`src/rtl/chain_order_engine_if.sv`:
```
// Bus between chain_order_engine and the solution_mat cost/split table.
// master = engine side, slave = table side.
interface chain_order_engine_if #(
  parameter int DW = 32
);
  logic          tbl_rst;
  logic          tbl_rw;
  logic [7:0]    tbl_iw;
  logic [7:0]    tbl_jw;
  logic [7:0]    tbl_ir;
  logic [7:0]    tbl_jr;
  logic [7:0]    tbl_kr;
  logic [DW-1:0] tbl_min;
  logic [DW-1:0] tbl_k;
  logic [DW-1:0] tbl_mik;
  logic [DW-1:0] tbl_mkj1;

  modport master (
    output tbl_rst, tbl_rw, tbl_iw, tbl_jw, tbl_ir, tbl_jr, tbl_kr, tbl_min, tbl_k,
    input  tbl_mik, tbl_mkj1
  );

  modport slave (
    input  tbl_rst, tbl_rw, tbl_iw, tbl_jw, tbl_ir, tbl_jr, tbl_kr, tbl_min, tbl_k,
    output tbl_mik, tbl_mkj1
  );
endinterface

```
`src/rtl/chain_order_engine.sv`:
```
// Matrix-chain DP controller: fills the solution_mat cost/split table for chain lengths 2..n.
// Optional CHAIN_CYCCNT_EN adds a saturating busy-cycle counter output cyc_cnt.
module chain_order_engine #(
  parameter int N_MAX = 31,
  parameter int DIMW  = 16,
  parameter int DW    = 32
) (
  input  logic            clk,
  input  logic            rst,
  input  logic            start,
  input  logic [7:0]      n,
  input  logic            dim_we,
  input  logic [4:0]      dim_addr,
  input  logic [DIMW-1:0] dim_data,
  output logic            busy,
  output logic            done,
  output logic            err,
`ifdef CHAIN_CYCCNT_EN
  output logic [31:0]     cyc_cnt,
`endif
  chain_order_engine_if.master tbl
);

  localparam int CW = ((3 * DIMW > DW) ? 3 * DIMW : DW) + 2;

  typedef enum logic [2:0] {IDLE, CLR, RD, EV, WR, DONE} state_t;

  state_t        state, state_nxt;
  logic [DIMW-1:0] p [0:31];
  logic [7:0]    nreg, nreg_nxt;
  logic [7:0]    len, len_nxt;
  logic [7:0]    i, i_nxt;
  logic [7:0]    k, k_nxt;
  logic [7:0]    j, j_nxt;
  logic [DW-1:0] best, best_nxt;
  logic [7:0]    bestk, bestk_nxt;
  logic          busy_nxt, done_nxt, err_nxt, trst_nxt, rw_nxt;
  logic [7:0]    iw_nxt, jw_nxt, ir_nxt, jr_nxt, kr_nxt;
  logic [DW-1:0] min_nxt, kout_nxt;
  logic [4:0]    kp1, jp1;
  logic [CW-1:0] cost_full;
  logic [DW-1:0] cost;

  assign j   = i + len - 8'd1;
  assign kp1 = k[4:0] + 5'd1;
  assign jp1 = j[4:0] + 5'd1;

  // Candidate cost is formed wide so the product never wraps before saturation.
  assign cost_full = CW'(tbl.tbl_mik) + CW'(tbl.tbl_mkj1)
                   + CW'(p[i[4:0]]) * CW'(p[kp1]) * CW'(p[jp1]);
  assign cost = (cost_full > CW'({DW{1'b1}})) ? {DW{1'b1}} : cost_full[DW-1:0];

  always_comb begin
    state_nxt = state;
    nreg_nxt  = nreg;
    len_nxt   = len;
    i_nxt     = i;
    k_nxt     = k;
    best_nxt  = best;
    bestk_nxt = bestk;
    done_nxt  = done;
    err_nxt   = err;
    ir_nxt    = tbl.tbl_ir;
    jr_nxt    = tbl.tbl_jr;
    kr_nxt    = tbl.tbl_kr;
    iw_nxt    = tbl.tbl_iw;
    jw_nxt    = tbl.tbl_jw;
    min_nxt   = tbl.tbl_min;
    kout_nxt  = tbl.tbl_k;

    case (state)
      IDLE: begin
        if (start) begin
          err_nxt = (n > 8'(N_MAX));
          if (n < 8'd2 || n > 8'(N_MAX)) begin
            done_nxt = 1'b1;
          end else begin
            done_nxt  = 1'b0;
            nreg_nxt  = n;
            state_nxt = CLR;
          end
        end
      end
      CLR: begin
        len_nxt   = 8'd2;
        i_nxt     = 8'd0;
        k_nxt     = 8'd0;
        best_nxt  = {DW{1'b1}};
        bestk_nxt = 8'd0;
        state_nxt = RD;
      end
      RD: state_nxt = EV;
      EV: begin
        if (cost < best) begin
          best_nxt  = cost;
          bestk_nxt = k;
        end
        if (k < j - 8'd1) begin
          k_nxt     = k + 8'd1;
          state_nxt = RD;
        end else begin
          state_nxt = WR;
        end
      end
      WR: begin
        best_nxt  = {DW{1'b1}};
        bestk_nxt = 8'd0;
        if (j == nreg - 8'd1) begin
          if (len == nreg) begin
            state_nxt = DONE;
          end else begin
            len_nxt   = len + 8'd1;
            i_nxt     = 8'd0;
            state_nxt = RD;
          end
        end else begin
          i_nxt     = i + 8'd1;
          state_nxt = RD;
        end
        k_nxt = i_nxt;
      end
      DONE: begin
        done_nxt  = 1'b1;
        state_nxt = IDLE;
      end
      default: state_nxt = IDLE;
    endcase

    // Table outputs are decoded from the next state so they come straight off flops.
    j_nxt    = i_nxt + len_nxt - 8'd1;
    busy_nxt = (state_nxt != IDLE);
    trst_nxt = (state_nxt == CLR);
    rw_nxt   = (state_nxt == WR);
    if (state_nxt == RD) begin
      ir_nxt = i_nxt;
      jr_nxt = j_nxt;
      kr_nxt = k_nxt;
    end
    if (state_nxt == WR) begin
      iw_nxt   = i_nxt;
      jw_nxt   = j_nxt;
      min_nxt  = best_nxt;
      kout_nxt = DW'(bestk_nxt);
    end
  end

  always_ff @(posedge clk or negedge rst) begin
    if (!rst) begin
      state       <= IDLE;
      nreg        <= 8'd0;
      len         <= 8'd0;
      i           <= 8'd0;
      k           <= 8'd0;
      best        <= '0;
      bestk       <= 8'd0;
      busy        <= 1'b0;
      done        <= 1'b0;
      err         <= 1'b0;
      tbl.tbl_rst <= 1'b0;
      tbl.tbl_rw  <= 1'b0;
      tbl.tbl_ir  <= 8'd0;
      tbl.tbl_jr  <= 8'd0;
      tbl.tbl_kr  <= 8'd0;
      tbl.tbl_iw  <= 8'd0;
      tbl.tbl_jw  <= 8'd0;
      tbl.tbl_min <= '0;
      tbl.tbl_k   <= '0;
      for (int x = 0; x < 32; x++) p[x] <= '0;
    end else begin
      state       <= state_nxt;
      nreg        <= nreg_nxt;
      len         <= len_nxt;
      i           <= i_nxt;
      k           <= k_nxt;
      best        <= best_nxt;
      bestk       <= bestk_nxt;
      busy        <= busy_nxt;
      done        <= done_nxt;
      err         <= err_nxt;
      tbl.tbl_rst <= trst_nxt;
      tbl.tbl_rw  <= rw_nxt;
      tbl.tbl_ir  <= ir_nxt;
      tbl.tbl_jr  <= jr_nxt;
      tbl.tbl_kr  <= kr_nxt;
      tbl.tbl_iw  <= iw_nxt;
      tbl.tbl_jw  <= jw_nxt;
      tbl.tbl_min <= min_nxt;
      tbl.tbl_k   <= kout_nxt;
      if (state == IDLE && dim_we) p[dim_addr] <= dim_data;
    end
  end

`ifdef CHAIN_CYCCNT_EN
  always_ff @(posedge clk or negedge rst) begin
    if (!rst) begin
      cyc_cnt <= 32'd0;
    end else if (state == IDLE && state_nxt == CLR) begin
      cyc_cnt <= 32'd0;
    end else if (busy && cyc_cnt != 32'hFFFF_FFFF) begin
      cyc_cnt <= cyc_cnt + 32'd1;
    end
  end
`endif

endmodule

```
`src/flat_wrapper.sv`:
```
// flat-port wrapper written by rule: the top's interface ports become plain ports
module chain_order_engine_flat 
#(
  parameter int N_MAX = 31,
  parameter int DIMW  = 16,
  parameter int DW    = 32
)
  (clk, rst, start, n, dim_we, dim_addr, dim_data, busy, done, err, tbl_tbl_rst, tbl_tbl_rw, tbl_tbl_iw, tbl_tbl_jw, tbl_tbl_ir, tbl_tbl_jr, tbl_tbl_kr, tbl_tbl_min, tbl_tbl_k, tbl_tbl_mik, tbl_tbl_mkj1);
  chain_order_engine_if #(.DW(DW)) tbl_i ();
  input  logic clk;
  input  logic rst;
  input  logic start;
  input  logic [7:0] n;
  input  logic dim_we;
  input  logic [4:0] dim_addr;
  input  logic [DIMW-1:0] dim_data;
  output logic busy;
  output logic done;
  output logic err;
  output wire logic [$bits(tbl_i.tbl_rst)-1:0] tbl_tbl_rst;
  output wire logic [$bits(tbl_i.tbl_rw)-1:0] tbl_tbl_rw;
  output wire logic [$bits(tbl_i.tbl_iw)-1:0] tbl_tbl_iw;
  output wire logic [$bits(tbl_i.tbl_jw)-1:0] tbl_tbl_jw;
  output wire logic [$bits(tbl_i.tbl_ir)-1:0] tbl_tbl_ir;
  output wire logic [$bits(tbl_i.tbl_jr)-1:0] tbl_tbl_jr;
  output wire logic [$bits(tbl_i.tbl_kr)-1:0] tbl_tbl_kr;
  output wire logic [$bits(tbl_i.tbl_min)-1:0] tbl_tbl_min;
  output wire logic [$bits(tbl_i.tbl_k)-1:0] tbl_tbl_k;
  input wire logic [$bits(tbl_i.tbl_mik)-1:0] tbl_tbl_mik;
  input wire logic [$bits(tbl_i.tbl_mkj1)-1:0] tbl_tbl_mkj1;
  assign tbl_tbl_rst = tbl_i.tbl_rst;
  assign tbl_tbl_rw = tbl_i.tbl_rw;
  assign tbl_tbl_iw = tbl_i.tbl_iw;
  assign tbl_tbl_jw = tbl_i.tbl_jw;
  assign tbl_tbl_ir = tbl_i.tbl_ir;
  assign tbl_tbl_jr = tbl_i.tbl_jr;
  assign tbl_tbl_kr = tbl_i.tbl_kr;
  assign tbl_tbl_min = tbl_i.tbl_min;
  assign tbl_tbl_k = tbl_i.tbl_k;
  assign tbl_i.tbl_mik = tbl_tbl_mik;
  assign tbl_i.tbl_mkj1 = tbl_tbl_mkj1;
  chain_order_engine #(.N_MAX(N_MAX), .DIMW(DIMW), .DW(DW)) u_core (.clk(clk), .rst(rst), .start(start), .n(n), .dim_we(dim_we), .dim_addr(dim_addr), .dim_data(dim_data), .busy(busy), .done(done), .err(err), .tbl(tbl_i));
endmodule
```
`config.mk`:
```
export PLATFORM = sky130hd
export DESIGN_NAME = chain_order_engine_flat
export DESIGN_NICKNAME = d
export VERILOG_FILES = /design/src/rtl/chain_order_engine_if.sv /design/src/rtl/chain_order_engine.sv /design/src/flat_wrapper.sv
export SDC_FILE = /design/constraint.sdc
export NUM_CORES = 2
export LEC_CHECK = 0
export CAP_MARGIN = 20
export CORE_MARGIN = 8
export CORE_UTILIZATION = 59
export DETAILED_ROUTE_END_ITERATION = 8
export PLACE_DENSITY = 0.77
export SLEW_MARGIN = 20
export SYNTH_ARGS = -nofsm -noshare
export SYNTH_HDL_FRONTEND = slang
export SYNTH_SLANG_ARGS = --single-unit
```
`constraint.sdc`:
```
create_clock -name clk -period 24.2 [get_ports clk]
set_input_delay 2.42 -clock clk [delete_from_list [all_inputs] [get_ports clk]]
set_output_delay 2.42 -clock clk [all_outputs]
set_load 0.02 [all_outputs]
```
After elaboration in Yosys (flattened, before gate mapping)

Index checks and enable logic that the tools add are counted.

Mux-type cells: 34
Reduce and logical (&&, ||, !) cells: 10
$mul: 2
Magnitude comparators: 10
Bitwise operators: 5
Add/subtract/negate cells: 13
Equality and inequality tests: 11

Operator list:

| cell                                                 | count |
|---|---|
| bitwise mux 512 bit                                  | 1 |
| binary-select mux 16 bit (select 5 bit)              | 3 |
| 2-to-1 mux 16 bit                                    | 7 |
| demux 16 bit (select 5 bit)                          | 1 |
| 2-to-1 mux 32 bit                                    | 2 |
| one-hot mux 32 bit (2 select lines)                  | 1 |
| adder 50 x 48 -> 50 bit                              | 1 |
| > comparator 50 x 32 -> 1 bit, second input constant | 1 |
| multiplier 32 x 16 -> 48 bit                         | 1 |
| 2-to-1 mux 8 bit                                     | 6 |
| one-hot mux 8 bit (2 select lines)                   | 3 |
| adder 32 x 32 -> 33 bit                              | 1 |
| < comparator 32 bit                                  | 1 |
| multiplier 16 x 16 -> 32 bit                         | 1 |
| subtractor 8 x 1 -> 8 bit, second input constant     | 4 |
| adder 8 x 1 -> 8 bit, second input constant          | 3 |
| >= comparator 6 bit, second input constant           | 4 |
| NOT 5 -> 6 bit                                       | 4 |
| one-hot mux 8 bit (3 select lines)                   | 1 |
| adder 8 bit                                          | 2 |
| == test 8 bit                                        | 2 |
| 2-to-1 mux 3 bit                                     | 5 |
| one-hot mux 3 bit (5 select lines)                   | 1 |
| adder 5 x 1 -> 5 bit, second input constant          | 2 |
| 19 further kinds                                     | 27 |

Output and inout bits: 109
Input port bits: 97
Flip-flop bits (word level): 672
Logic and storage cells: 136

Depth between registers and ports, before layout

Depth in word-level cells: 14
Mapped depth: 74
Gate-level depth less buffers: 64

Worst setup path before layout

OpenSTA, ideal clock, no wires.

Path kind: register to register
From: register u_core.k[1]
To: register u_core.tbl.tbl_min[0]
Arrival: 17802 ps
Cell stages (with the launch flop): 68
Slack: 6267 ps
Period minus slack after synthesis: 17933 ps
Required time: 24069 ps
Library setup time: 131 ps
Path buffers: 8
Path through: dfrtp_1 > ha_1 > buf_1 > clkbuf_1 > clkbuf_1 > mux4_2 > mux4_2 > mux2i_1 > clkbuf_1 > nor2_1 > fa_1 > inv_1 > fa_1 > fa_1 > fa_1 > inv_1 > fa_1 > inv_1 > (+32 left out) > nor4_1 > nand4_1 > a2111oi_4 > buf_2 > nand4_1 > ha_1 > a41oi_1 > o21ai_0 > a21o_1 > a211o_1 > o211ai_1 > a21oi_1 > or4b_2 > a2111oi_2 > nand4_1 > buf_2 > a211oi_2 > o31ai_1

Word-level cells in the longest chain between the ends: 13
Elaborated cells on any way between the ends: 17
Classes of those cells: add/sub: 2; mul: 2; order compare: 3; eq/ne: 1; mux: 8; bitwise: 1

RTL lines:

| what                                                  | line                        | text |
|---|---|---|
| start, declared                                       | chain_order_engine.sv:33    | `logic [7:0] k, k_nxt;` |
| start signal, assigned                                | chain_order_engine.sv:174   | `k <= k_nxt;` |
| adder 5 x 1 -> 5 bit                                  | chain_order_engine.sv:45    | `assign kp1 = k[4:0] + 5'd1;` |
| NOT 5 -> 6 bit (implied by the code)                  | chain_order_engine.sv:50    | `+ CW'(p[i[4:0]]) * CW'(p[kp1]) * CW'(p[jp1]);` |
| binary-select mux 16 bit (select 5 bit)               | chain_order_engine.sv:50    |  |
| 2-to-1 mux 16 bit (implied by the code) (2 in series) | chain_order_engine.sv:50    |  |
| multiplier 16 x 16 -> 32 bit                          | chain_order_engine.sv:50    |  |
| multiplier 32 x 16 -> 48 bit                          | chain_order_engine.sv:50    |  |
| adder 50 x 48 -> 50 bit                               | chain_order_engine.sv:50    |  |
| > comparator 50 x 32 -> 1 bit                         | chain_order_engine.sv:51    | `assign cost = (cost_full > CW'({DW{1'b1}})) ? {DW{1'b1}} : cost_full[DW-1:0];` |
| 2-to-1 mux 32 bit                                     | chain_order_engine.sv:51    |  |
| < comparator 32 bit                                   | chain_order_engine.sv:94    | `if (cost < best) begin` |
| 2-to-1 mux 32 bit                                     | chain_order_engine.sv:94    |  |
| one-hot mux 32 bit (2 select lines)                   | chain_order_engine.sv:71    | `case (state)` |
| end signal, assigned                                  | chain_order_engine.sv:187   | `tbl.tbl_min <= min_nxt;` |
| end, declared                                         | chain_order_engine_if.sv:19 | `output tbl_rst, tbl_rw, tbl_iw, tbl_jw, tbl_ir, tbl_jr, tbl_kr, tbl_min, tbl_k,` |

Several ways; a longest one is shown, not always the timed one. The select of a mux whose other input is x is not followed.
A chain may end at the register's enable or synchronous reset.

Final worst setup path

From: register u_core.k[0]
To: register u_core.tbl.tbl_k[1]

Word-level cells in the longest chain between the ends: 13
Elaborated cells on any way between the ends: 17
Classes of those cells: add/sub: 2; mul: 2; order compare: 3; eq/ne: 1; mux: 8; bitwise: 1

RTL lines:

| what                                                  | line                        | text |
|---|---|---|
| adder 5 x 1 -> 5 bit                                  | chain_order_engine.sv:45    |  |
| NOT 5 -> 6 bit (implied by the code)                  | chain_order_engine.sv:50    |  |
| binary-select mux 16 bit (select 5 bit)               | chain_order_engine.sv:50    |  |
| 2-to-1 mux 16 bit (implied by the code) (2 in series) | chain_order_engine.sv:50    |  |
| multiplier 16 x 16 -> 32 bit                          | chain_order_engine.sv:50    |  |
| multiplier 32 x 16 -> 48 bit                          | chain_order_engine.sv:50    |  |
| adder 50 x 48 -> 50 bit                               | chain_order_engine.sv:50    |  |
| > comparator 50 x 32 -> 1 bit                         | chain_order_engine.sv:51    |  |
| 2-to-1 mux 32 bit                                     | chain_order_engine.sv:51    |  |
| < comparator 32 bit                                   | chain_order_engine.sv:94    |  |
| 2-to-1 mux 8 bit                                      | chain_order_engine.sv:94    |  |
| one-hot mux 8 bit (2 select lines)                    | chain_order_engine.sv:71    |  |
| end signal, assigned                                  | chain_order_engine.sv:188   | `tbl.tbl_k <= kout_nxt;` |
| end, declared                                         | chain_order_engine_if.sv:19 |  |

Several ways; a longest one is shown, not always the timed one. The select of a mux whose other input is x is not followed.

==> run summary <==
The pin slew with the least headroom to its limit is 1.21 ns, and the count of state elements after synthesis is 672. In this run the most critical hold path is launched from u_core.tbl.tbl_jw[1]. The post-synthesis cell count is 6053, and the final period utilization is 87.1%.

The sequential cell area was 16800 sq um; the post-layout minimum cycle time was 21.07 ns. Launch instance of the worst register-to-register path: u_core.k[0]. Global routing consumed, over all layers together, 32.0% of the routing resources. The number of antenna diodes in the final layout is 0. The worst hold path belongs to the class flip-flop to flip-flop.

Global routing consumed, on the met1 layer, 41.0% of the routing resources. Critical setup path kind: flip-flop to flip-flop. Effective utilization at floorplan: 59.2%.

The die covers 125000 sq um. The HPWL after detailed placement is 142 mm. The tools report the number of buffers inserted by post-CTS setup repair as 0. The share of synthesized area in the top cell type comes to 24.9%. The length in cells of the worst reg-to-reg path was 62; the worst slack after detailed placement was 3.51 ns. The number of library cell types mapped by synthesis is 89, and the total of fill cells in the finished design is 8574. The register with the highest flop count is u_core.p. For the total number of vias, the log shows 50110. The most common library cell in the layout ignoring fill and taps was inv_1.

The relative slew slack is 19.2%, and the count of flip-flops with a built-in enable after synthesis is 0. Destination of the worst hold path: u_core.tbl.tbl_jw[1]. The run gives 0 as the number of DRC violations after detailed routing. The run gives 67400 sq um as the post-synthesis instance area. The cell sitting at the root of the clock tree is a clkbuf_16.

The clock tree synthesis step divided the H-tree into 3 levels. Between clock sinks in the finished design, the worst skew comes to 0.0635 ns. Counting instances, the worst hold path has a depth of 2. Across the run, the number of max-cap violations was 0.

For the area of the core, the log shows 114000 sq um. The first TritonRoute pass finished after 6 iterations. The mean area per synthesized cell was 11.1 sq um; the power density relative to cell area was 93.6 nW/um^2. Setup slack on the worst reg-to-reg path comes out at 3.13 ns. The total grt overflow came out at 0. After routing the design area is 73100 sq um.

The worst setup path is captured at a flip-flop. For this design, the sink count on the clock tree is 672. In this run the count of I/O pins placed on the die edge is 206. The share of synthesized registers carrying an async set or reset is 100%, and the first-pass GRT wire length is 313 mm. The final count of hold timing violations was 0.

The total leakage power came out at 0.0337 uW. Across the VDD grid, the largest voltage drop is 0.103 mV. The tools report the end of the worst register-to-register path as u_core.tbl.tbl_k[1].

The highest cell delay on the worst timing path is 1.05 ns. Setup repair after global routing left no endpoint under its margin. The run gives 0 as the count of synthesis-stage warnings from yosys. TritonCTS built the clock tree.

The total negative slack for setup checks is 0 ns. After detailed routing, the number of vias per cell comes to 6.59. For this block, the routed nets add up to 202 mm of wire.

Highest fanout seen on the critical path: 57. Across all setup checks in the final design, the least slack found is 3.13 ns. The tools report the required arrival time at the worst endpoint as 24.74 ns. The run gives 0 as the number of hold buffers added after cts. The number of antenna violations at the first check in global routing came out at 1. By instance count, the cell type seen most on the critical path is fa_1. Entering global routing, the biggest net connects 164 pins. The net count of the finished layout is 7121.

Clock-pin slew was measured on the worst setup and hold paths at 0.06 ns. The largest individual stage delay along the critical path comes from the cell ha_4. Dividing the detail-routed wire length by the instance count gives 26.5 um. Cell area reported after detailed placement: 70600 sq um. In this run the vertical extent of the chip is 354 um. The quantity of gates resized following cts is 0, and the floorplan row count is 124. The run gives 0 as the count of pins over their slew limit.

The total of buffers placed on input and output ports is 181. For the data arrival time of the critical path, the log shows 21.61 ns. Top cell type by total area after synthesis: dfrtp_1.

Fraction of layout instances using a drive strength above 1: 21.7%. The largest registers in the layout are u_core.p: 512 flops, u_core.best: 32 flops, u_core.tbl.tbl_min: 32 flops. The flow ran to the end, and the final reports show no timing, DRC or antenna violations. The logs give 52884 for the via count of the first global-routing pass and 8.24% for the met3 track utilization from global routing. The worst setup path is launched from a flip-flop.

Among all flip-flop cells after synthesis, the most frequent one is dfrtp_1. From left edge to right edge, the die measures 354 um. The multi-input combinational cell area was 46100 sq um. In this run the deepest clock path goes through 3 buffers. The number of design-rule violations left by the first detailed-router iteration is 5204. By area the synthesized netlist is led by dfrtp_1, fa_1, mux4_2, mux2_2, ha_1.

The setup violation total in the final timing report was 0. The count of nets left with antenna violations once routing finished came out at 0. The number of flip-flops in the largest register came out at 512.

The library cells used most frequently in the layout, excluding fill and tap cells, are inv_1, dfrtp_1, fa_1. For this run, global-route usage on met2 was measured as 50.7%. For the worst-skew pair, the clock arrives at the later sink with an insertion delay of 0.70 ns. In this run the most used layer during global routing was met2. The run gives 0.963 as the weighted congestion reported at the end of routability-driven placement.

For this run, the register share of the synthesized area comes to 24.9%. Compared with the post-synthesis result, the final layout area differs by 8.47%. Counting the buffers created by CTS gives 73. Based on the critical path, the design can be clocked at up to 0.0475 GHz.
## cells in the mapped netlist, drive strengths merged, types with 6 or more instances
library cell and n:
nand2b 56, a31oi 27, clkbuf 321, and4 6, nand4 65, or3 11, and2 104, nand3 52
nor4 12, a211oi 21, and3 39, o211ai 17, dfrtp 672, and3b 6, a21o 51, o31ai 38
nor2 266, ha 336, mux2 553, o41ai 6, nand4b 6, o31a 6, nor3 68, xnor2 94
o21bai 17, mux2i 30, fa 649, o21a 25, nor2b 20, a21oi 159, buf 81, or2 9
xor2 57, o221ai 7, inv 837, o21ai 127, nor3b 7, nand2 639, mux4 480
## power breakdown
part           internal (uW)  switching, uW
sequential              1340            243
clock                    678            498
combinational           1620           2470
total                   3640           3210
## through the flow
step	hold slack, ns	util [%]	instances	total power, uW
final	0.478	64.2	7605	6850
after global routing	0.503	64.2	7605	7180
after CTS	0.483	64.2	7603	6790
after detailed placement	0.470	62.0	7474	5600
after global placement	0.460	62.0	7474	5500
after floorplan	0.487	-	6076	4360
## worst max-delay path, delay by kind of cell, from the launching register on
family          cells  cell delay [ns]
fa+ha+maj          16             8.15
compound gates     21             4.60
simple gates       11             4.29
buf+inv            11             1.76
mux                 3             1.30
flops               1             0.69
## per-layer routing
layer / part of all wire (%) / wire length [um] / up-vias
met5: 0.0055 / 11 / -
met4: 6.1 / 12300 / 2
met3: 11 / 21200 / 771
met2: 46 / 93500 / 3161
met1: 37 / 74600 / 25534
li1: - / - / 20642
## how the worst max path moves through the flow
stage,start,end,slack [ns]
floorplan,u_core.k[1],u_core.tbl.tbl_min[0],6.27
global placement,u_core.k[0],u_core.tbl.tbl_k[7],4.02
detailed placement,u_core.k[0],u_core.tbl.tbl_k[1],3.51
CTS,u_core.k[0],u_core.tbl.tbl_k[1],3.43
global route,u_core.k[0],u_core.tbl.tbl_k[1],2.08
finish,u_core.k[0],u_core.tbl.tbl_k[1],3.13
## cell families (layout without fill, tap and decap cells)
logic type	count (synthesis)	in the layout	share of synthesized area [%]
and+or+nand+nor	1380	1380	9.36
buffers and inverters	1240	1257	7.11
muxes	1063	1063	25.7
adders and majority gates	985	985	25.5
DFF	672	672	24.9
AOI/OAI and AO/OA	561	561	5.39
xor gates and xnor gates	151	151	1.97
other	1	24	0.00556
## layout make-up
type | count | share of cell area [%]
clock buffer | 105 | 2.94
clock inverter | 24 | 0.484
inverter | 838 | 4.30
multi-input combinational | 4164 | 63.0
sequential | 672 | 23.0
tap | 1512 | 2.59
timing repair buffer | 290 | 3.67
Power figures use the tool's default switching activity.
